`config.mk`:
```
export PLATFORM = sky130hd
export DESIGN_NAME = seg7_scan_ctrl
export DESIGN_NICKNAME = d
export VERILOG_FILES = /design/src/rtl/seg7_pkg.sv /design/src/rtl/seg7_decode.sv /design/src/rtl/seg7_scan_ctrl.sv
export SDC_FILE = /design/constraint.sdc
export NUM_CORES = 1
export LEC_CHECK = 0
export BUFFER_PORTS_ARGS = -buffer_cell sky130_fd_sc_hd__buf_2
export CAP_MARGIN = 30
export CORE_MARGIN = 2
export CORE_UTILIZATION = 30
export CTS_CLUSTER_DIAMETER = 50
export DETAILED_ROUTE_END_ITERATION = 7
export HOLD_SLACK_MARGIN = 0.05
export PLACE_DENSITY = 0.49
export SLEW_MARGIN = 20
export SYNTH_ARGS = -nofsm -noshare
export SYNTH_HDL_FRONTEND = slang
export SYNTH_HIERARCHICAL = 1
export SYNTH_SLANG_ARGS = --single-unit
export TNS_END_PERCENT = 10
```
`constraint.sdc`:
```
create_clock -name clk -period 2.7 [get_ports clk]
set_input_delay 0.54 -clock clk [delete_from_list [all_inputs] [get_ports clk]]
set_output_delay 0.54 -clock clk [all_outputs]
set_load 0.02 [all_outputs]
```
`src/rtl/seg7_pkg.sv`:
```
// seg7_pkg: shared constants, hex segment table and counter width helper
package seg7_pkg;
  localparam logic [6:0] SEG_OFF = 7'h7F;
  localparam logic [7:0] AN_OFF = 8'hFF;
  localparam logic [15:0][6:0] SEG_TABLE = {
    7'h0E, 7'h06, 7'h21, 7'h46, 7'h03, 7'h08, 7'h18, 7'h00,
    7'h78, 7'h02, 7'h12, 7'h19, 7'h30, 7'h24, 7'h79, 7'h40
  };
  function automatic int cnt_w(input int n);
    return (n > 1) ? $clog2(n) : 1;
  endfunction
endpackage

```
`src/rtl/seg7_decode.sv`:
```
// seg7_decode: hex nibble to active-low gfedcba segments
module seg7_decode
  import seg7_pkg::*;
(
  input  logic [3:0] nib,
  output logic [6:0] seg
);
  assign seg = SEG_TABLE[nib];
endmodule

```
`src/rtl/seg7_scan_ctrl.sv`:
```
// seg7_scan_ctrl: multiplexed 7-segment scanner with brightness, blanking, blink and frame-synchronous update
module seg7_scan_ctrl
  import seg7_pkg::*;
#(
  parameter int N_DIGITS     = 4,
  parameter int SUB_TICKS    = 3125,
  parameter int BLINK_FRAMES = 64
) (
  input  logic                  clk,
  input  logic                  rst,
  input  logic [4*N_DIGITS-1:0] num,
  input  logic                  load,
  input  logic [N_DIGITS-1:0]   dp_in,
  input  logic [N_DIGITS-1:0]   digit_en,
  input  logic                  blank_lz,
  input  logic [3:0]            bright,
  input  logic [N_DIGITS-1:0]   blink_mask,
  output logic [6:0]            seg,
  output logic                  dp_n,
  output logic [N_DIGITS-1:0]   an,
  output logic                  frame_done
);
  localparam int SW = cnt_w(SUB_TICKS);
  localparam int DW = cnt_w(N_DIGITS);
  localparam int BW = cnt_w(BLINK_FRAMES);
  localparam logic [N_DIGITS-1:0] AN_ALL = AN_OFF[N_DIGITS-1:0];
  logic [SW-1:0] sub_q, sub_d;
  logic [3:0] phase_q, phase_d;
  logic [DW-1:0] sel_q, sel_d;
  logic [BW-1:0] bcnt_q, bcnt_d;
  logic blink_q, blink_d;
  logic [4*N_DIGITS-1:0] pend_q, pend_d, act_q, act_d;
  logic [N_DIGITS-1:0] pdp_q, pdp_d, adp_q, adp_d, lz, an_q, an_d;
  logic [6:0] seg_q, seg_d, dec_seg;
  logic dp_q, dp_d, fd_q, fd_d;
  logic sub_tc, slot_end, frame_end, blink_tc, lit, nz;
  seg7_decode u_dec (
    .nib (act_q[4*sel_q +: 4]),
    .seg (dec_seg)
  );
  // Scan counters, blink timer and shadow/active display registers; a load on the frame-end cycle bypasses pending
  always_comb begin
    sub_tc    = sub_q == SW'(SUB_TICKS - 1);
    slot_end  = sub_tc && phase_q == 4'hF;
    frame_end = slot_end && sel_q == DW'(N_DIGITS - 1);
    blink_tc  = bcnt_q == BW'(BLINK_FRAMES - 1);
    sub_d     = sub_tc ? '0 : sub_q + 1'b1;
    phase_d   = sub_tc ? phase_q + 4'd1 : phase_q;
    sel_d     = frame_end ? '0 : slot_end ? sel_q + 1'b1 : sel_q;
    bcnt_d    = !frame_end ? bcnt_q : blink_tc ? '0 : bcnt_q + 1'b1;
    blink_d   = blink_q ^ (frame_end && blink_tc);
    pend_d    = load ? num : pend_q;
    pdp_d     = load ? dp_in : pdp_q;
    act_d     = frame_end ? pend_d : act_q;
    adp_d     = frame_end ? pdp_d : adp_q;
    fd_d      = frame_end;
  end
  // Leading-zero mask: digit i blanks when it and every digit above it are zero; digit 0 never blanks
  always_comb begin
    lz = '0;
    nz = 1'b0;
    for (int i = N_DIGITS - 1; i > 0; i--) begin
      nz    = nz | (act_q[4*i +: 4] != 4'h0);
      lz[i] = ~nz;
    end
  end
  // Next registered drive for the currently selected digit and brightness phase
  always_comb begin
    lit   = digit_en[sel_q] && !(blank_lz && lz[sel_q]) && !(blink_q && blink_mask[sel_q]) && phase_q <= bright;
    seg_d = lit ? dec_seg : SEG_OFF;
    dp_d  = lit ? ~adp_q[sel_q] : 1'b1;
    an_d  = lit ? ~(N_DIGITS'(1) << sel_q) : AN_ALL;
  end
  // State and output registers with synchronous active-low reset
  always_ff @(posedge clk) begin
    if (!rst) begin
      sub_q   <= '0;
      phase_q <= '0;
      sel_q   <= '0;
      bcnt_q  <= '0;
      blink_q <= 1'b0;
      pend_q  <= '0;
      pdp_q   <= '0;
      act_q   <= '0;
      adp_q   <= '0;
      seg_q   <= SEG_OFF;
      dp_q    <= 1'b1;
      an_q    <= AN_ALL;
      fd_q    <= 1'b0;
    end else begin
      sub_q   <= sub_d;
      phase_q <= phase_d;
      sel_q   <= sel_d;
      bcnt_q  <= bcnt_d;
      blink_q <= blink_d;
      pend_q  <= pend_d;
      pdp_q   <= pdp_d;
      act_q   <= act_d;
      adp_q   <= adp_d;
      seg_q   <= seg_d;
      dp_q    <= dp_d;
      an_q    <= an_d;
      fd_q    <= fd_d;
    end
  end
  assign seg        = seg_q;
  assign dp_n       = dp_q;
  assign an         = an_q;
  assign frame_done = fd_q;
endmodule

```
==> reports/qor.txt, run 1 <==
Status - complete, but fails checks
Failing checks - design-rule violations
Arrival time worst endpoint - 2.53 ns
Core Region - 11500 um2
Hold Startpoint - sub_q[0]
WL/cell - 12.5 um
Area contributors post-synth - dfxtp_1 44%, mux2i_1 7.0%, ha_1 6.3%, o211a_1 5.6%, nor2b_1 4.7%
Gr ovfl total - 0
Number of antenna diodes - 0
Syn Inst Count - 358
Detailed placer's ending HPWL - 5040 um
Type of origin of the critical path - flip-flop
Root buffer cell - clkbuf_16
Drt drc - 8
Hold Path Sink - sub_q[0]
Cell Rows - 39
CTS resizes - 0
Die X-Extent - 113 um
# Max-Cap Violations - 0
Initial antenna violation count - 0
Final period util - 83.5%
GRT Total Usage - 11.7%
Pins Over Slew Limit - 0
DP Worst Slack - 0.449 ns
CP max FO - 10
Fmax - 443 MHz
CTS clock-pin slew for the worst setup and hold paths - 0.06 ns
Post-synth ARST share - 0%
Synth Register Bits - 78
CP endpoint kind - flip-flop
CTS Buffer Depth - 2
DP Area - 3950 um2
Most common library cells after synthesis - 78 x dfxtp_1, 42 x nand2_1, 27 x nor2b_1
Die area - 12800 um2
Hold Path Class - flip-flop to flip-flop
Max Clock Skew - 0.00600 ns
Synth Cell Area - 3570 um2
Yosys warning count - 6
Hold depth - 1
R2R setup slack - 0.44 ns
Fin util - 37.0%
Most used flip-flop cell after synthesis - dfxtp_1
Routability cong. - 0.755
R2r endpoint - seg[0]
Final worst slack - 0.445 ns
Setup bufs post-CTS - 0
CTS tree - built
First-pass GRT wire length - 12000 um
Critical path class - flip-flop to flip-flop
Fraction of layout cells with a size suffix above 1 - 20.3%
RR Startpoint - sel_q[0]
Setup TNS - 0 ns
DRT iter0 DRCs - 137
Num CTS Buffers - 9
Max rail drop VDD - 225 uV
Final critical-path required period - 2.26 ns
Worst r2r path cells - 7
Total Nets Final - 458
Total number of vias - 2590
Number of H-tree levels - 3
RSZ-0062 raised after global routing - no
Routed Antenna Nets - 0
Final Hold Vio Count - 0
Die Y - 113 um
Area leader, netlist - dfxtp_1
Clock latency on the worst-skew pair - 0.33 ns
Pleak - 1.94 nW
P per Cell Area - 596 nW/um2
Mean Syn Cell Area - 9.98 um2
Worst hold margin - 0.470 ns
Ports - 49
Synth-to-Final Area Change - 19.2%
Detail-routed via count per cell - 4.69
Drt first pass iters - 6
Worst slew pin tran - 0.588 ns
FILL cells - 1188
CTS sink count - 78
Number of buffers inserted by port buffering - 48
Design Area, Final - 4260 um2
Worst path required time - 2.98 ns
Vias in the first global route - 2539
Starting Density - 31.0%
Final setup viols - 0
Synth unique cells - 45
Syn nets - 412
Top-area cell type share of the netlist area - 43.7%
DRT Wirelength - 6890 um
Hold-fix buffers at CTS - 0
EDFF count, synth - 0
Maximum number of pins on one net before global-route repair - 34
Rel. slew slack - 60.8%
Top-count cell post-synth - dfxtp_1
Post-synthesis sequential area ratio - 43.7%
-- layer usage --
layer  wire (um)  global-route usage [%]  vias to the layer above  share of wire [%]
met2        3000                    17.9                       46                 44
met1        3470                    15.3                     1202                 50
met5           0                       0                        -                  0
met4         149                    6.02                        0                2.2
li1            -                       -                     1332                  -
met3         263                    2.79                       10                3.8
-- per-stage QoR --
stage          std cells  power [mW]
5_1_grt              552        2.66
4_1_cts              552        2.58
2_1_floorplan        358        1.29
6_report             552        2.54
3_3_place_gp         536        1.34
3_5_place_dp         536        1.34
-- worst max-delay path by stage --
stage             start  endpoint  slack, ns  depth (start not counted)
2_1_floorplan  sel_q[0]    seg[1]       0.32                          8
3_3_place_gp   sel_q[0]    seg[1]       0.49                          7
3_5_place_dp   sel_q[0]    seg[0]       0.45                          7
4_1_cts        sel_q[0]    seg[0]       0.43                          7
5_1_grt        sel_q[0]  act_q[3]       0.21                          6
6_report       sel_q[0]    seg[0]       0.44                          7
-- kinds of logic after synthesis --
group | count (synthesis) | synth area share [%]
AOI/OAI and AO/OA | 49 | 10.5
xor gates and xnor gates | 13 | 3.19
adders and majority gates | 18 | 6.30
buffers and inverters | 33 | 3.89
DFF | 78 | 43.7
muxes | 33 | 11.7
and+or+nand+nor | 134 | 20.7
-- sequential cells by signal, summed over array words and instances (netlist names), 2 cells and up --
name / flops
pdp_q: 4
sub_q: 12
pend_q: 16
adp_q: 4
sel_q: 2
bcnt_q: 6
phase_q: 4
seg: 7
an: 4
act_q: 16
-- layout make-up --
cell class                 count  area (um2)  area share [%]
multi-input combinational    247        1870            44.0
clock inverter                 6        70.1            1.64
inverter                      14        52.6            1.23
timing repair buffer          54         285            6.70
sequential                    78        1560            36.7
tap                          143         179            4.20
clock buffer                  10         239            5.61
-- placed cells by master, fill, tap and decap left out, drive strengths merged, types with 2 or more instances in the layout --
cell      netlist  layout
a21boi          3       3
a21oi           8       8
a22o            2       2
and2            6       6
and3            4       4
buf             8      54
clkbuf         11      10
clkinvlp        0       3
dfxtp          78      78
ha             18      18
inv            14      15
mux2i          25      25
mux4            7       7
nand2          42      42
nand2b          9       9
nand3           4       4
nand4           7       7
nor2           15      15
nor2b          27      27
nor3            4       4
nor4            4       4
o211a          20      20
o21ai          11      11
or3             5       5
or3b            3       3
xnor2           7       7
xor2            6       6
-- where the power goes --
| group | internal [mW] | switching (mW) |
|---|---|---|
| clock network | 0.745 | 0.480 |
| registers | 1.18 | 0.00885 |
| logic | 0.0585 | 0.0685 |
| total | 1.98 | 0.557 |
-- worst max-delay path, cell delays in order (launching register included) --
cell and delay, ns:
dfxtp_1 0.57, mux4_2 0.62, inv_1 0.17, ha_1 0.22, nor2b_1 0.07, or3b_1 0.38, o21ai_1 0.08, nand2b_1 0.11
Power figures use the tool's default switching activity.
==> run 2: changes to the inputs <==
--- a/config.mk
+++ b/config.mk
@@ -12,7 +12,7 @@
 export CTS_CLUSTER_DIAMETER = 50
 export DETAILED_ROUTE_END_ITERATION = 7
 export HOLD_SLACK_MARGIN = 0.05
-export PLACE_DENSITY = 0.49
+export PLACE_DENSITY = 0.51
 export SLEW_MARGIN = 20
 export SYNTH_ARGS = -nofsm -noshare
 export SYNTH_HDL_FRONTEND = slang
==> constraint.sdc (replaced) <==
create_clock -name clk -period 2 [get_ports clk]
set_input_delay 0.4 -clock clk [delete_from_list [all_inputs] [get_ports clk]]
set_output_delay 0.4 -clock clk [all_outputs]
set_load 0.02 [all_outputs]
==> run 2 against run 1 <==
Net effect: the run still ends with design-rule violations left; core utilization rose by 2.5 points; via count increased by 2.8%; clock power increased by 39%; fmax grew 15%; flip-flop and latch count stayed put; highest routed layer unchanged.
==> reports/qor.txt, run 2 (synthesized netlist as in run 1, its figures left out) <==
Status - complete, but fails checks
Ports - 49
Number of antenna diodes - 0
Pleak - 2.09 nW
Fraction of layout cells with a size suffix above 1 - 27.0%
First-pass GRT wire length - 12100 um
Drt first pass iters - 6
GRT Total Usage - 11.7%
Detail-routed via count per cell - 4.62
Number of H-tree levels - 3
# Max-Cap Violations - 0
WL/cell - 12.7 um
Worst path required time - 2.22 ns
Rel. slew slack - 68.9%
Crit path to - seg[6]
Routability cong. - 0.797
Placed cells - 547
Final cell count without fillers - 576
Clock latency on the worst-skew pair - 0.33 ns
Max rail drop VDD - 464 uV
Setup TNS - 0 ns
Total number of vias - 2663
DRT Wirelength - 7320 um
CP endpoint kind - flip-flop
Worst slew pin tran - 0.462 ns
Worst Path Buf+Inv - 1
R2R setup slack - 0.04 ns
Num CTS Buffers - 9
CP Cell Sequence - mux4_2 -> buf_6 -> ha_2 -> mux2_2 -> a22o_1 -> nand2b_1
CTS clock-pin slew for the worst setup and hold paths - 0.06 ns
Biggest regs - act_q: 16 flops, pend_q: 16 flops, sub_q: 12 flops
Final worst slack - 0.0385 ns
Synth-to-Final Area Change - 27.1%
Die area - 12800 um2
P per Cell Area - 768 nW/um2
RSZ-0062 raised after global routing - yes
Failing checks - design-rule violations
Pins Over Slew Limit - 0
RR Startpoint - sel_q[0]
Hold Path Class - input port to flip-flop
CP max FO - 7
Final critical-path required period - 1.96 ns
CTS Buffer Depth - 2
Detailed placer's ending HPWL - 5220 um
Final period util - 98.1%
Slowest cell delay on critical path - 0.58 ns
Root buffer cell - clkbuf_16
Arrival time worst endpoint - 2.18 ns
Worst Setup SP - sel_q[0]
Die X-Extent - 113 um
Worst r2r path cells - 6
Commonest non-fill, non-tap cells in the layout - 76 x dfxtp_1, 48 x buf_2, 41 x nand2_1, 27 x nor2b_1, 25 x mux2i_1
Vias in the first global route - 2642
Maximum number of pins on one net before global-route repair - 42
DP Worst Slack - 0.0283 ns
Number of buffers inserted by port buffering - 48
Final Hold Vio Count - 0
Final setup viols - 0
Initial antenna violation count - 0
Drt drc - 5
Gr ovfl total - 0
Hold Startpoint - num[2]
Type of origin of the critical path - flip-flop
Die Y - 113 um
Leading cell type in the layout, fill and taps excluded - dfxtp_1
Hold-fix buffers at CTS - 0
Total Nets Final - 482
Core Region - 11500 um2
Critical path depth - 6
DRT iter0 DRCs - 147
Fmax - 510 MHz
Starting Density - 31.0%
Top delay family on crit path - multiplexers
R2r endpoint - seg[6]
CTS sink count - 78
Max Clock Skew - 0.00594 ns
Cell Rows - 39
Worst path slowest cell - mux4_2
CTS tree - built
Routed Antenna Nets - 0
Critical path class - flip-flop to flip-flop
-- run 2: cell types whose count changed in the layout (fill, tap and decap cells not counted), moves of 3 or more --
cell     before  now
o21ai_1       1    4
ha_1         18   15
o21ai_0      10    7
buf_6         0    3
buf_4         6   24
-- run 2: power by group --
part	internal (mW)	switching [mW]	total (mW)
combinational	0.0846	0.0947	0.179
sequential	1.59	0.0126	1.60
clock	1.09	0.617	1.71
-- run 2: how the worst min path moves through the flow --
stage	end	cells past startpoint
after floorplan	sub_q[0]	1
after global placement	sub_q[0]	1
after detailed placement	sub_q[0]	1
after CTS	pdp_q[0]	3
after global routing	pend_q[1]	3
final	pend_q[2]	3
-- run 2: cell type report --
cell class,instances,area [um2]
Clock inverter,6,86.3
Inverter,14,55.1
Multi-Input combinational cell,247,1910
Sequential cell,78,1570
Timing Repair Buffer,78,519
Fill cell,1129,6970
Tap cell,143,179
Clock buffer,10,229
-- run 2: metrics by stage --
step | cell area [um2] | utilization (%) | power, mW | hold slack (ns)
after CTS | 4370 | 37.9 | 3.55 | 0.348
after floorplan | 3580 | - | 1.74 | 0.430
after global routing | 4540 | 39.5 | 3.63 | 0.373
after global placement | 4050 | 35.2 | 1.81 | 0.447
final | 4540 | 39.5 | 3.49 | 0.357
after detailed placement | 4050 | 35.2 | 1.82 | 0.458
-- run 2: tightest hold or removal path, delay by kind of cell --
kind / cells / cell delay (ns)
AND/OR/NAND/NOR: 1 / 0.10
buffers and inverters: 1 / 0.08
multiplexers: 1 / 0.07
-- run 2: timing repair --
item / CTS / global route
gates resized for setup: 0 / 20
endpoints found under the setup margin: 0 / 35
setup buffers: 0 / 11
-- run 2: metal layers --
layer / part of all wire (%) / GRT usage (%)
met4: 1.9 / 4.63
met3: 4.4 / 3.21
met5: 0 / 0
met2: 45 / 19.0
met1: 49 / 14.9
==> run 3: changes to the inputs <==
--- a/config.mk
+++ b/config.mk
@@ -8,11 +8,12 @@
 export BUFFER_PORTS_ARGS = -buffer_cell sky130_fd_sc_hd__buf_2
 export CAP_MARGIN = 30
 export CORE_MARGIN = 2
-export CORE_UTILIZATION = 30
+export CORE_UTILIZATION = 51
 export CTS_CLUSTER_DIAMETER = 50
+export CTS_CLUSTER_SIZE = 30
 export DETAILED_ROUTE_END_ITERATION = 7
 export HOLD_SLACK_MARGIN = 0.05
-export PLACE_DENSITY = 0.51
+export PLACE_DENSITY = 0.77
 export SLEW_MARGIN = 20
 export SYNTH_ARGS = -nofsm -noshare
 export SYNTH_HDL_FRONTEND = slang
==> constraint.sdc (replaced) <==
create_clock -name clk -period 2 [get_ports clk]
set_input_delay 0.6 -clock clk [delete_from_list [all_inputs] [get_ports clk]]
set_output_delay 0.6 -clock clk [all_outputs]
set_load 0.02 [all_outputs]
==> run 3 against run 2 <==
Net effect: the flow now finishes without violations; wire length is 7.7% lower; die area down 40%; flip-flop and latch count unchanged; cell count is 9.5% lower; non-clock buffer count shrank 8; core utilization increased by 25 points; power decreased by 12%; via count increased by 0.41%; highest routed layer unchanged.
==> reports/qor.txt, run 3 (synthesized netlist as in run 1, its figures left out) <==
Status - finished clean
Starting Density - 52.6%
Drt first pass iters - 4
Fmax - 521 MHz
CTS clock-pin slew for the worst setup and hold paths - 0.07 ns
Total number of vias - 2674
Die Y - 87.7 um
Setup TNS - 0 ns
Multi-input logic area - 1920 um2
CP endpoint kind - flip-flop
Final critical-path required period - 1.92 ns
Worst slew pin tran - 0.502 ns
Die area - 7690 um2
Worst path required time - 2.30 ns
Root buffer cell - clkbuf_8
Detailed placer's ending HPWL - 4800 um
Critical path class - flip-flop to flip-flop
Final Hold Vio Count - 0
Clock latency on the worst-skew pair - 0.35 ns
Routability cong. - 0.832
Design Area, Final - 4350 um2
P per Cell Area - 704 nW/um2
Final cell count without fillers - 521
Drt drc - 0
CTS Buffer Depth - 2
Total Nets Final - 474
Pleak - 2.02 nW
DRT iter0 DRCs - 88
Routed Antenna Nets - 0
Num CTS Buffers - 9
CTS sink count - 78
# Max-Cap Violations - 0
Final period util - 95.9%
CTS tree - built
DRT Wirelength - 6760 um
WL/cell - 13.0 um
Number of H-tree levels - 3
Final setup viols - 0
Initial antenna violation count - 0
Gr ovfl total - 0
Type of origin of the critical path - flip-flop
Die X-Extent - 87.7 um
RSZ-0062 raised after global routing - yes
Synth-to-Final Area Change - 21.6%
DP Area - 4040 um2
Worst path slowest cell - mux4_2
Detail-routed via count per cell - 5.13
Slowest cell delay on critical path - 0.58 ns
Hold Path Class - flip-flop to flip-flop
First-pass GRT wire length - 10900 um
FILL cells - 541
Worst hold margin - 0.476 ns
Arrival time worst endpoint - 2.21 ns
GRT Total Usage - 18.6%
Max Clock Skew - 0.00574 ns
Placed cells - 502
CP Cell Sequence - mux4_2 -> inv_4 -> buf_6 -> ha_4 -> nor2_2 -> or3b_1 -> o21ai_1 -> nand2b_1
Core Region - 6790 um2
Hold-fix buffers at CTS - 0
Maximum number of pins on one net before global-route repair - 48
Ports - 49
CP max FO - 6
Vias in the first global route - 2469
Number of antenna diodes - 0
Leading cell type in the layout, fill and taps excluded - dfxtp_1
Rel. slew slack - 66.3%
Biggest regs - act_q: 16 flops, pend_q: 16 flops, sub_q: 12 flops
Max rail drop VDD - 385 uV
Register area - 1570 um2
Number of buffers inserted by port buffering - 48
Pins Over Slew Limit - 0
Cell Rows - 30
R2R setup slack - 0.08 ns
Fraction of layout cells with a size suffix above 1 - 25.2%
Commonest non-fill, non-tap cells in the layout - 76 x dfxtp_1, 48 x buf_2, 42 x nand2_1, 27 x nor2b_1, 25 x mux2i_1
==> run 3: cell count changes in the layout (fill, tap and decap cells not counted), sizes merged <==
cell and change:
clkbuf +1, buf -7, clkinv -1, clkinvlp -1
==> run 3: critical path: cells and delay by family (launching register included) <==
| family | cells | cell delay [ns] |
|---|---|---|
| muxes | 1 | 0.58 |
| and+or+nand+nor | 3 | 0.48 |
| DFF | 1 | 0.39 |
| buffers and inverters | 2 | 0.24 |
| adders and majority gates | 1 | 0.12 |
| AOI/OAI and AO/OA | 1 | 0.06 |
==> run 3: path summary, 6_finish.rpt <==
kind	from	to	depth (start not counted)
worst max-delay path	sel_q[0]	seg[0]	8
worst min-delay path	sub_q[0]	sub_q[0]	1
worst max register to register	sel_q[0]	seg[0]	8
worst min register to register	sub_q[0]	sub_q[0]	1
==> run 3: power by group <==
| part | total (mW) | switching [mW] | internal [mW] |
|---|---|---|---|
| clock | 1.27 | 0.539 | 0.733 |
| combinational | 0.186 | 0.0959 | 0.0904 |
| sequential | 1.60 | 0.0116 | 1.59 |
==> run 3: routing by layer <==
metal	up-vias	share of wire, %	track usage (%)	routed length [um]
li1	1366	-	-	-
met1	1242	47	22.0	3190
met2	53	47	30.9	3180
met3	13	3.6	5.18	244
met4	0	2.1	9.65	140
met5	-	0	0	0
==> run 3: through the flow <==
stage / power [mW] / util, % / worst slack, ns
floorplan: 1.74 / - / 0.00459
global placement: 1.81 / 59.5 / 0.0493
detailed placement: 1.82 / 59.5 / -0.0215
CTS: 3.09 / 62.7 / 0.0210
global route: 3.17 / 64.0 / -0.0306
finish: 3.06 / 64.0 / 0.0812
==> run 3: area by class of cell <==
cell class | instances | share of cell area [%]
clock buffer | 12 | 3.34
clock inverter | 4 | 1.61
inverter | 14 | 1.32
multi-input combinational | 247 | 44.3
sequential | 78 | 36.0
tap | 96 | 2.76
timing repair buffer | 70 | 10.7
==> run 3: timing repair <==
action / CTS / global route
endpoints found under the setup margin: 0 / 38
resized for setup: 0 / 15
buffers inserted: 0 / 3
